`config.mk`:
```
export PLATFORM = sky130hd
export DESIGN_NAME = ram_refresh_timer
export DESIGN_NICKNAME = d
export VERILOG_FILES = /design/src/rtl/ram_refresh_timer.sv
export SDC_FILE = /design/constraint.sdc
export NUM_CORES = 1
export LEC_CHECK = 0
export CAP_MARGIN = 20
export CORE_ASPECT_RATIO = 0.9
export CORE_UTILIZATION = 25
export DETAILED_ROUTE_END_ITERATION = 8
export PLACE_DENSITY_LB_ADDON = 0.1
export SYNTH_ARGS = -nofsm -noshare
export SYNTH_HDL_FRONTEND = slang
export SYNTH_SLANG_ARGS = --single-unit
```
`constraint.sdc`:
```
create_clock -name CLK -period 2.5 [get_ports CLK]
set_input_delay 0.375 -clock CLK [delete_from_list [all_inputs] [get_ports CLK]]
set_output_delay 0.375 -clock CLK [all_outputs]
set_load 0.05 [all_outputs]
```
`src/rtl/ram_refresh_timer.sv`:
```
// Refresh-request timer for the DRAM controller.
// A free-running slot counter opens one refresh slot every PERIOD clocks.
// Each slot raises a soft request, escalates it to urgent at URG_AT, then
// drops both for the rest of the slot. The controller needs that low gap
// to re-arm its one-refresh-per-slot latch.
module ram_refresh_timer #(
    parameter int unsigned PERIOD  = 384,
    parameter int unsigned URG_AT  = 192,
    parameter int unsigned URG_LEN = 16,
    parameter int unsigned CW      = 9
) (
    input  logic       CLK,
    input  logic       nRST,
    input  logic       EN,
    input  logic       RefSync,
    output logic       RefReqOut,
    output logic       RefUrgOut,
    output logic [1:0] RefPhase,
    output logic       SlotTick
);

    // Parameter sanity: the slot must leave at least two low cycles, and
    // the counter must be able to hold PERIOD-1.
    if (PERIOD < URG_AT + URG_LEN + 2) begin : gBadPeriod
        $error("ram_refresh_timer: PERIOD must be >= URG_AT+URG_LEN+2");
    end
    if ((64'd1 << CW) < 64'(PERIOD)) begin : gBadWidth
        $error("ram_refresh_timer: CW too narrow for PERIOD");
    end
    if (URG_AT < 1 || URG_LEN < 1) begin : gBadUrg
        $error("ram_refresh_timer: URG_AT and URG_LEN must be >= 1");
    end

    // Encoding doubles as the RefPhase debug code.
    typedef enum logic [1:0] {
        IDLE = 2'd0,
        REQ  = 2'd1,
        URG  = 2'd2,
        GAP  = 2'd3
    } phaseT;

    localparam logic [CW-1:0] LAST_REQ  = CW'(URG_AT - 1);
    localparam logic [CW-1:0] LAST_URG  = CW'(URG_AT + URG_LEN - 1);
    localparam logic [CW-1:0] LAST_SLOT = CW'(PERIOD - 1);

    phaseT         state;
    logic [CW-1:0] slotCount;
    logic          forceGap;   // current cycle is the forced low cycle after a sync
    logic          syncNeedsGap;

    // A sync from a slot with requests high must first show one low cycle.
    // A sync landing on the natural wrap is treated the same way so the
    // controller still gets a clean gap and no SlotTick is emitted.
    assign syncNeedsGap = RefSync && !forceGap &&
                          ((state == REQ) || (state == URG) ||
                           ((state == GAP) && (slotCount == LAST_SLOT)));

    assign RefPhase = state;

    // Slot counter, phase FSM and registered request outputs.
    // SlotTick is raised on the wrap edge, so it is high in the first
    // cycle of the new slot; this lets a coincident RefSync suppress it.
    always_ff @(posedge CLK or negedge nRST) begin
        if (!nRST) begin
            state     <= IDLE;
            slotCount <= '0;
            forceGap  <= 1'b0;
            RefReqOut <= 1'b0;
            RefUrgOut <= 1'b0;
            SlotTick  <= 1'b0;
        end else if (!EN) begin
            state     <= IDLE;
            slotCount <= '0;
            forceGap  <= 1'b0;
            RefReqOut <= 1'b0;
            RefUrgOut <= 1'b0;
            SlotTick  <= 1'b0;
        end else if (syncNeedsGap) begin
            state     <= GAP;
            slotCount <= '0;
            forceGap  <= 1'b1;
            RefReqOut <= 1'b0;
            RefUrgOut <= 1'b0;
            SlotTick  <= 1'b0;
        end else if (RefSync || forceGap || (state == IDLE)) begin
            state     <= REQ;
            slotCount <= '0;
            forceGap  <= 1'b0;
            RefReqOut <= 1'b1;
            RefUrgOut <= 1'b0;
            SlotTick  <= 1'b0;
        end else begin
            SlotTick <= 1'b0;
            case (state)
                REQ: begin
                    slotCount <= slotCount + CW'(1);
                    if (slotCount == LAST_REQ) begin
                        state     <= URG;
                        RefUrgOut <= 1'b1;
                    end
                end
                URG: begin
                    slotCount <= slotCount + CW'(1);
                    if (slotCount == LAST_URG) begin
                        state     <= GAP;
                        RefReqOut <= 1'b0;
                        RefUrgOut <= 1'b0;
                    end
                end
                GAP: begin
                    if (slotCount == LAST_SLOT) begin
                        state     <= REQ;
                        slotCount <= '0;
                        RefReqOut <= 1'b1;
                        SlotTick  <= 1'b1;
                    end else begin
                        slotCount <= slotCount + CW'(1);
                    end
                end
                default: begin
                    state     <= IDLE;
                    slotCount <= '0;
                    RefReqOut <= 1'b0;
                    RefUrgOut <= 1'b0;
                end
            endcase
        end
    end

endmodule

```
* Word-level counts from Yosys, hierarchy flattened
Index checks and enable logic that the tools add are counted.
** Storage, ports and cells
- Bits in registers :: 15
- Logic and storage cells :: 63
- Output and inout bits :: 5
** Operators by class
- Multiplexer cells :: 31
- Equal/unequal tests :: 12
- Reduce and logical (&&, ||, !) cells :: 13
- Add/sub/neg operators :: 1
** Operators by type and width (count)
- $mux W9 :: 4
- $eq A9 B8 Y1 const B :: 2
- $pmux W9 S2 :: 1
- $mux W1 :: 17
- $ne A5 B3 Y1 const B :: 3
- $mux W2 :: 6
- $add A9 B1 Y9 const B :: 1
- $eq A9 B9 Y1 const B :: 1
- $reduce_and A3 Y1 :: 3
- $ne A4 B3 Y1 const B :: 2
- $pmux W1 S3 :: 2
- $pmux W2 S3 :: 1
- $eq A2 B2 Y1 const B :: 2
- $logic_or A1 B1 Y1 :: 4
- $logic_and A1 B1 Y1 :: 3
- $ne A3 B1 Y1 const B :: 1
- $eq A2 B1 Y1 const B :: 1
- $logic_not A2 Y1 :: 1
- $reduce_or A2 Y1 :: 1
- $logic_not A1 Y1 :: 1

* Logic depth before layout (Yosys ltp)
Gate-level depths: netlist of the first run.
- Depth after elaboration :: 6
- Mapped depth :: 6

* Worst setup path after synthesis of the first run
No wires, ideal clock.
- Kind :: flip-flop to flip-flop
- From :: register state[0], in the netlist RefPhase[0]
- To :: register state[0], in the netlist RefPhase[0]
- Data arrival time :: 1.977 ns
- Required time :: 2.421 ns
- Cell stages (with the launch flop) :: 7
- Slack :: 0.443 ns
- Cell sequence :: dfrtp_1 -> inv_1 -> ha_1 -> nor4b_4 -> nand2_1 -> o211ai_2 -> mux2i_1
** On the way
- Word-level cells in the longest chain between the ends :: 6
** Ends and longest elaborated chain
- start: declaration :: line 46 : phaseT state;
- start signal: assignment :: line 65 : state <= IDLE;
- start signal: assignment :: line 72 : state <= IDLE;
- start signal: assignment :: line 79 : state <= GAP;
- $eq A2 B1 Y1, or another cell as far along :: line 55, 94
- $logic_or A1 B1 Y1 or $logic_and A1 B1 Y1 (tied branches) :: line 55, 56
- $logic_or A1 B1 Y1 :: line 55 : ((state == REQ) || (state == URG) ||
- $logic_and A1 B1 Y1 :: line 54 : assign syncNeedsGap = RefSync && !forceGap &&
- $ne A5 B3 Y1 (no line) or $mux W2 (tied branches)
- $reduce_and A3 Y1 (no line) or $mux W2 (tied branches)
Parallel ways exist; a longest one is shown, timed or not.
A chain may end at the register's enable or synchronous reset.

* Final worst setup path of the first run
- From :: register state[0], in the netlist RefPhase[0]
- To :: register state[1], in the netlist RefPhase[1]
Same word-level chain as after synthesis.

==> impl_results.md, run 1 <==
- Setup Skew: 0.00703 ns
- Reg2reg path depth: 6
- Reg2reg setup slack: 0.61 ns
- Post-synthesis register bit count: 15
- Die Height: 59.0 um
- Sw Ratio: 36.0%
- Outcome: completed
- Critical path arrival: 2.06 ns
- Setup crit start: RefPhase[0]
- Number of clock sinks: 15
- Max_slew headroom: 50.9%
- Synth area leader: dfrtp_1
- Total GRT Usage: 11.4%
- Total grt overflow: 0
- Int Pwr: 0.472 mW
- Sequential element share of the synthesized area: 41.7%
- Worst Path Max Fanout: 7
- First-pass GRT wire length: 3.25 mm
- Largest net degree at the start of global routing: 16
- Starting Density: 26.5%
- Reg2Reg Capture Point: RefPhase[1]
- Average size of a mapped cell: 10.1 um2
- Yosys cell types: 35
- Final hold vios: 0
- Tcrit/Tclk final: 75.8%
- Top cell type's share of synthesized area: 41.7%
- Flop pwr share: 38.1%
- Most frequent cells in the layout: 15 x dfrtp_1, 10 x nor2_1, 9 x nand2_1, 8 x clkdlybuf4s50_1
- DRC Markers: 0
- Setup WS post-layout: 0.606 ns
- Clock power share: 27.1%
- Post-CTS Repair Setup Buffers: 0
- # diodes: 0
- Tightest Pin Transition: 0.735 ns
- Critical path type: reg2reg
- Sw power: 0.265 mW
- Top cells by area, synth: dfrtp_1 42%, ha_1 6.9%, nor2_1 4.2%, xnor2_1 3.9%, nand2_1 3.8%
- Synth warn: 0
- Mapped cell area: 901 um2
- 1st-pass router iterations: 4
- Die area: 3850 um2
- Critical Path Sink Type: flop
- Commonest non-fill, non-tap cell in the layout: dfrtp_1
- Root buf cell: clkbuf_8
- Slew Viols, Final: 0
- VDD IR-drop max: 246 uV
- Asr flop ratio synth: 100%
- Hold buffer count at cts: 0
- CTS tree: built
- Final setup TNS: 0 ns
- Initial antenna violation count: 0
- Row count: 20
- Net count, final: 110
- Comb power frac: 34.8%
- Vias per inst: 4.67
- Setup violations, final: 0
- Leak: 0.435 nW
- Reg-to-Reg Start: RefPhase[0]
- Unrepaired setup endpoints after global routing: false
- CP endpoint: RefPhase[1]
- Fmax: 528 MHz
- Pwr/cell area: 689 nW/um2
- Clk Latency, worst-skew pair: 0.25 ns
- Post-synth EDFFs: 0
- Max_cap viols: 0
- CTS resizes: 0
- Final core occ: 31.4%
- Routability cong.: 0.738
- Place WS: 0.447 ns
- Filler cells: 385
- Worst-path clk slew: 0.07 ns
- Final ANT Viol Nets: 0
- Worst Path Required: 2.67 ns
- TritonCTS Buffers: 3
- HPWL Detailed: 1.40 mm
- Syn Nets: 98
- Area Growth Syn to Fin: 18.8%
- Layout cells sized above 1: 11.0%
- Post-Syn Instances: 89
- Largest buffer count on any clock path: 2
- Post-synth top flop: dfrtp_1
- Core area: 3400 um2
- Vias in the first global route: 679
- Die width: 65.3 um
- Worst Setup Start Kind: flop
- Initial drt markers: 29
- Drt wl/cell: 13.1 um
- IO Count: 9
- PortBufs: 8
- Min-delay worst type: reg2reg
- Tmin final: 1.89 ns
- DR vias: 672
- Routed Wire Length: 1.89 mm
- H-tree depth: 1
per-stage QoR:
stage	std cells	power, mW	hold slack (ns)	instance area [um2]
4_1_cts	144	0.750	0.480	1070
3_5_place_dp	140	0.544	0.472	1020
5_1_grt	144	0.781	0.513	1070
2_1_floorplan	89	0.470	0.0794	901
6_report	144	0.737	0.476	1070
3_3_place_gp	140	0.544	0.472	1020
sequential cells by signal, indices dropped and copies added (netlist names):
register / count
SlotTick: 1
RefReqOut: 1
RefUrgOut: 1
slotCount: 9
forceGap: 1
RefPhase: 2
cells in the mapped netlist (2+ instances only):
cell type,number
inv_1,5
xor2_1,3
xnor2_1,4
mux2i_1,2
nor2_1,10
a21oi_1,3
o21ai_1,2
nand3_1,2
o21ai_0,2
dfrtp_1,15
nor3_1,2
o211ai_2,2
ha_1,5
nor3b_1,2
nand2_1,9
nor2b_1,2
layout make-up:
class / count / area, um2 / area share, %
repair buffers: 8 / 80.1 / 7.49
inverters: 5 / 18.8 / 1.75
multi-input cells: 68 / 495 / 46.3
clock buffers: 4 / 45.0 / 4.21
flip-flops and latches: 15 / 375 / 35.1
well taps: 44 / 55.1 / 5.15
worst max-delay path: stages, from the launching register on:
cell and delay [ns]:
dfrtp_1 0.39, inv_1 0.09, ha_1 0.27, nor4b_4 0.47, nand2_1 0.14, o211ai_2 0.22, mux2i_1 0.23
logic make-up (layout without fill, tap and decap cells):
| group | after synthesis | after routing | synth area share (%) |
|---|---|---|---|
| compound gates | 15 | 15 | 12.1 |
| simple gates | 39 | 39 | 26.9 |
| xor+xnor | 7 | 7 | 6.81 |
| mux | 2 | 2 | 2.22 |
| buf+inv | 6 | 17 | 3.33 |
| fa+ha+maj | 5 | 5 | 6.94 |
| flops | 15 | 15 | 41.7 |
power by group through the flow:
stage	sequential [mW]	clock (mW)	combinational, mW
3_5_place_dp	0.287	0	0.257
5_1_grt	0.285	0.218	0.278
2_1_floorplan	0.335	0	0.135
3_3_place_gp	0.286	0	0.258
4_1_cts	0.281	0.211	0.258
6_report	0.281	0.200	0.256
layer usage:
layer  share of wire (%)  GRT usage (%)  up-vias  routed length, um
met3                 5.1           4.46        2                 96
li1                    -              -      338                  -
met5                   0              0        -                  0
met1                  50           15.3      321                946
met2                  44           17.5       11                841
met4                0.42           1.86        0                  8
worst min path at each step:
stage | from | to | cells after the start
2_1_floorplan | nRST | RefPhase[0] | 0
3_3_place_gp | slotCount[0] | slotCount[0] | 1
3_5_place_dp | slotCount[0] | slotCount[0] | 1
4_1_cts | slotCount[0] | slotCount[0] | 1
5_1_grt | slotCount[0] | slotCount[0] | 1
6_report | slotCount[0] | slotCount[0] | 1
(Power assumes the default switching activity.)
==> inputs of run 2 (changes only) <==
==> constraint.sdc (replaced) <==
create_clock -name CLK -period 1.95 [get_ports CLK]
set_input_delay 0.2925 -clock CLK [delete_from_list [all_inputs] [get_ports CLK]]
set_output_delay 0.2925 -clock CLK [all_outputs]
set_load 0.05 [all_outputs]
==> run 2 against run 1 <==
  * Design area rose by 2.5%
  * Fmax rose by 5.1%
  * Critical endpoint unchanged
  * Global-route usage fell by 0.32 points
  * Highest routed layer unchanged
  * Wire length fell by 5.4%
  * Sequential share of layout area fell by 0.61 points
  * Combinational power rose by 27%
  * First-iteration DRC count fell by 3.4%
  * Clock-buffer cell count fell by 1
  * Via count fell by 0.89%
  * Die area did not move
  * Worst setup slack got worse by 0.46 ns
==> impl_results.md, run 2 (synthesized netlist as in run 1, its figures left out) <==
- Outcome: completed (unchanged)
- Initial antenna violation count: 0 (unchanged)
- Pwr/cell area: 858 nW/um2 (was 689 nW/um2)
- Final ANT Viol Nets: 0 (unchanged)
- Final hold vios: 0 (unchanged)
- Reg2Reg Capture Point: RefPhase[1] (unchanged)
- Setup Skew: 0.00402 ns (was 0.00703 ns)
- Die Height: 59.0 um (unchanged)
- Reg2reg path depth: 6 (unchanged)
- Number of clock sinks: 15 (unchanged)
- Fmax: 555 MHz (was 528 MHz)
- Area Growth Syn to Fin: 21.7% (was 18.8%)
- Vias per inst: 4.53 (was 4.67)
- Critical Path Sink Type: flop (unchanged)
- Max_slew headroom: 67.0% (was 50.9%)
- Drt wl/cell: 12.2 um (was 13.1 um)
- Pwr Total: 0.941 mW (was 0.737 mW)
- Post-DP Area: 1050 um2 (was 1020 um2)
- Max_cap viols: 0 (unchanged)
- CTS resizes: 0 (unchanged)
- Root buf cell: clkbuf_8 (unchanged)
- Row count: 20 (unchanged)
- H-tree depth: 1 (unchanged)
- Max reg flops: 9 (unchanged)
- Vias in the first global route: 677 (was 679)
- Largest net degree at the start of global routing: 10 (was 16)
- Worst Path Required: 2.11 ns (was 2.67 ns)
- Final setup TNS: 0 ns (unchanged)
- Unrepaired setup endpoints after global routing: false (unchanged)
- Tightest Pin Transition: 0.493 ns (was 0.735 ns)
- Critical path type: reg2reg (unchanged)
- Min-delay worst type: in2async (was reg2reg)
- 1st-pass router iterations: 4 (unchanged)
- Setup violations, final: 0 (unchanged)
- CP endpoint: RefPhase[1] (unchanged)
- Total grt overflow: 0 (unchanged)
- Leak: 0.450 nW (was 0.435 nW)
- Reg2reg setup slack: 0.15 ns (was 0.61 ns)
- Slew Viols, Final: 0 (unchanged)
- Hold buffer count at cts: 0 (unchanged)
- Filler cells: 361 (was 385)
- Die area: 3850 um2 (unchanged)
- # diodes: 0 (unchanged)
- Largest buffer count on any clock path: 2 (unchanged)
- TritonCTS Buffers: 3 (unchanged)
- Commonest non-fill, non-tap cell in the layout: dfrtp_1 (unchanged)
- Reg-to-Reg Start: RefPhase[0] (unchanged)
- Layout cells sized above 1: 16.5% (was 11.0%)
- Final instance area: 1100 um2 (was 1070 um2)
- PortBufs: 8 (unchanged)
- Initial drt markers: 28 (was 29)
- Routability cong.: 0.749 (was 0.738)
- Most frequent cells in the layout: 13 x dfrtp_1, 10 x nor2_1, 9 x nand2_1, 8 x clkdlybuf4s50_1 (was 15 x dfrtp_1, 10 x nor2_1, 9 x nand2_1, 8 x clkdlybuf4s50_1)
- Core area: 3400 um2 (unchanged)
- Tmin final: 1.80 ns (was 1.89 ns)
- Top reg by flops: slotCount (unchanged)
- First-pass GRT wire length: 3.13 mm (was 3.25 mm)
- Setup crit start: RefPhase[0] (unchanged)
- Starting Density: 26.5% (unchanged)
- Total GRT Usage: 11.1% (was 11.4%)
- Clk Latency, worst-skew pair: 0.25 ns (about the same)
- Worst Setup Start Kind: flop (unchanged)
- Die width: 65.3 um (unchanged)
- CTS tree: built (unchanged)
- Net count, final: 113 (was 110)
- HPWL Detailed: 1.33 mm (was 1.40 mm)
- Critical path arrival: 1.96 ns (was 2.06 ns)
- Post-CTS Repair Setup Buffers: 0 (unchanged)
- Setup WS post-layout: 0.148 ns (was 0.606 ns)
- Worst-path clk slew: 0.07 ns (about the same)
- IO Count: 9 (unchanged)
- Routed Wire Length: 1.79 mm (was 1.89 mm)
- DRC Markers: 0 (unchanged)
- Tcrit/Tclk final: 92.4% (was 75.8%)
- DR vias: 666 (was 672)
- Dpl cells: 143 (was 140)
- Final cell count without fillers: 147 (was 144)
- Worst Path Max Fanout: 7 (unchanged)
- VDD IR-drop max: 229 uV (was 246 uV)
- Place WS: 0.0865 ns (was 0.447 ns)
==> run 2: changes by cell type in the layout (fill, tap and decap cells not counted) <==
cell	previous run	this run
dfrtp_2	0	2
dfrtp_1	15	13
buf_4	0	3
clkbuf_1	1	0
clkinv_2	0	1
==> run 2: per-stage QoR <==
step / utilization, % / hold slack [ns]
after CTS: 32.2 / 0.314
after detailed placement: 30.8 / 0.477
after global placement: 30.8 / 0.467
after global routing: 32.2 / 0.331
after floorplan: - / -0.00309
final: 32.2 / 0.312
==> run 2: worst max-delay path: stages, from the launching register on <==
cell and delay, ns:
dfrtp_2 0.38, inv_1 0.07, ha_1 0.26, nor4b_4 0.42, nand2_1 0.14, o211ai_2 0.23, mux2i_1 0.22
==> run 2: final cells by class <==
cell class / instances / area, um2 / area share, %
multi-input cells: 68 / 495 / 45.2
flip-flops and latches: 15 / 378 / 34.5
repair buffers: 11 / 103 / 9.36
well taps: 44 / 55.1 / 5.02
clock buffers: 3 / 41.3 / 3.77
inverters: 5 / 18.8 / 1.71
clock inverters: 1 / 5.00 / 0.457
==> run 2: metal layers <==
layer / GRT usage [%] / vias to the layer above / part of all wire, %
li1: - / 345 / -
met1: 15.0 / 312 / 51
met2: 16.1 / 7 / 44
met3: 2.52 / 2 / 3.5
met4: 6.52 / 0 / 0.73
met5: 0 / - / 0
==> run 2: worst min-delay path by stage <==
stage	startpoint	end	slack, ns
6_report	nRST	RefUrgOut	0.31
5_1_grt	nRST	SlotTick	0.33
4_1_cts	nRST	RefUrgOut	0.31
3_5_place_dp	slotCount[0]	slotCount[0]	0.48
3_3_place_gp	slotCount[0]	slotCount[0]	0.47
2_1_floorplan	nRST	RefPhase[0]	-0.003
==> run 2: power breakdown <==
group / total (mW) / switching [mW] / internal (mW)
combinational: 0.325 / 0.199 / 0.126
sequential: 0.362 / 0.0233 / 0.339
clock: 0.254 / 0.113 / 0.141
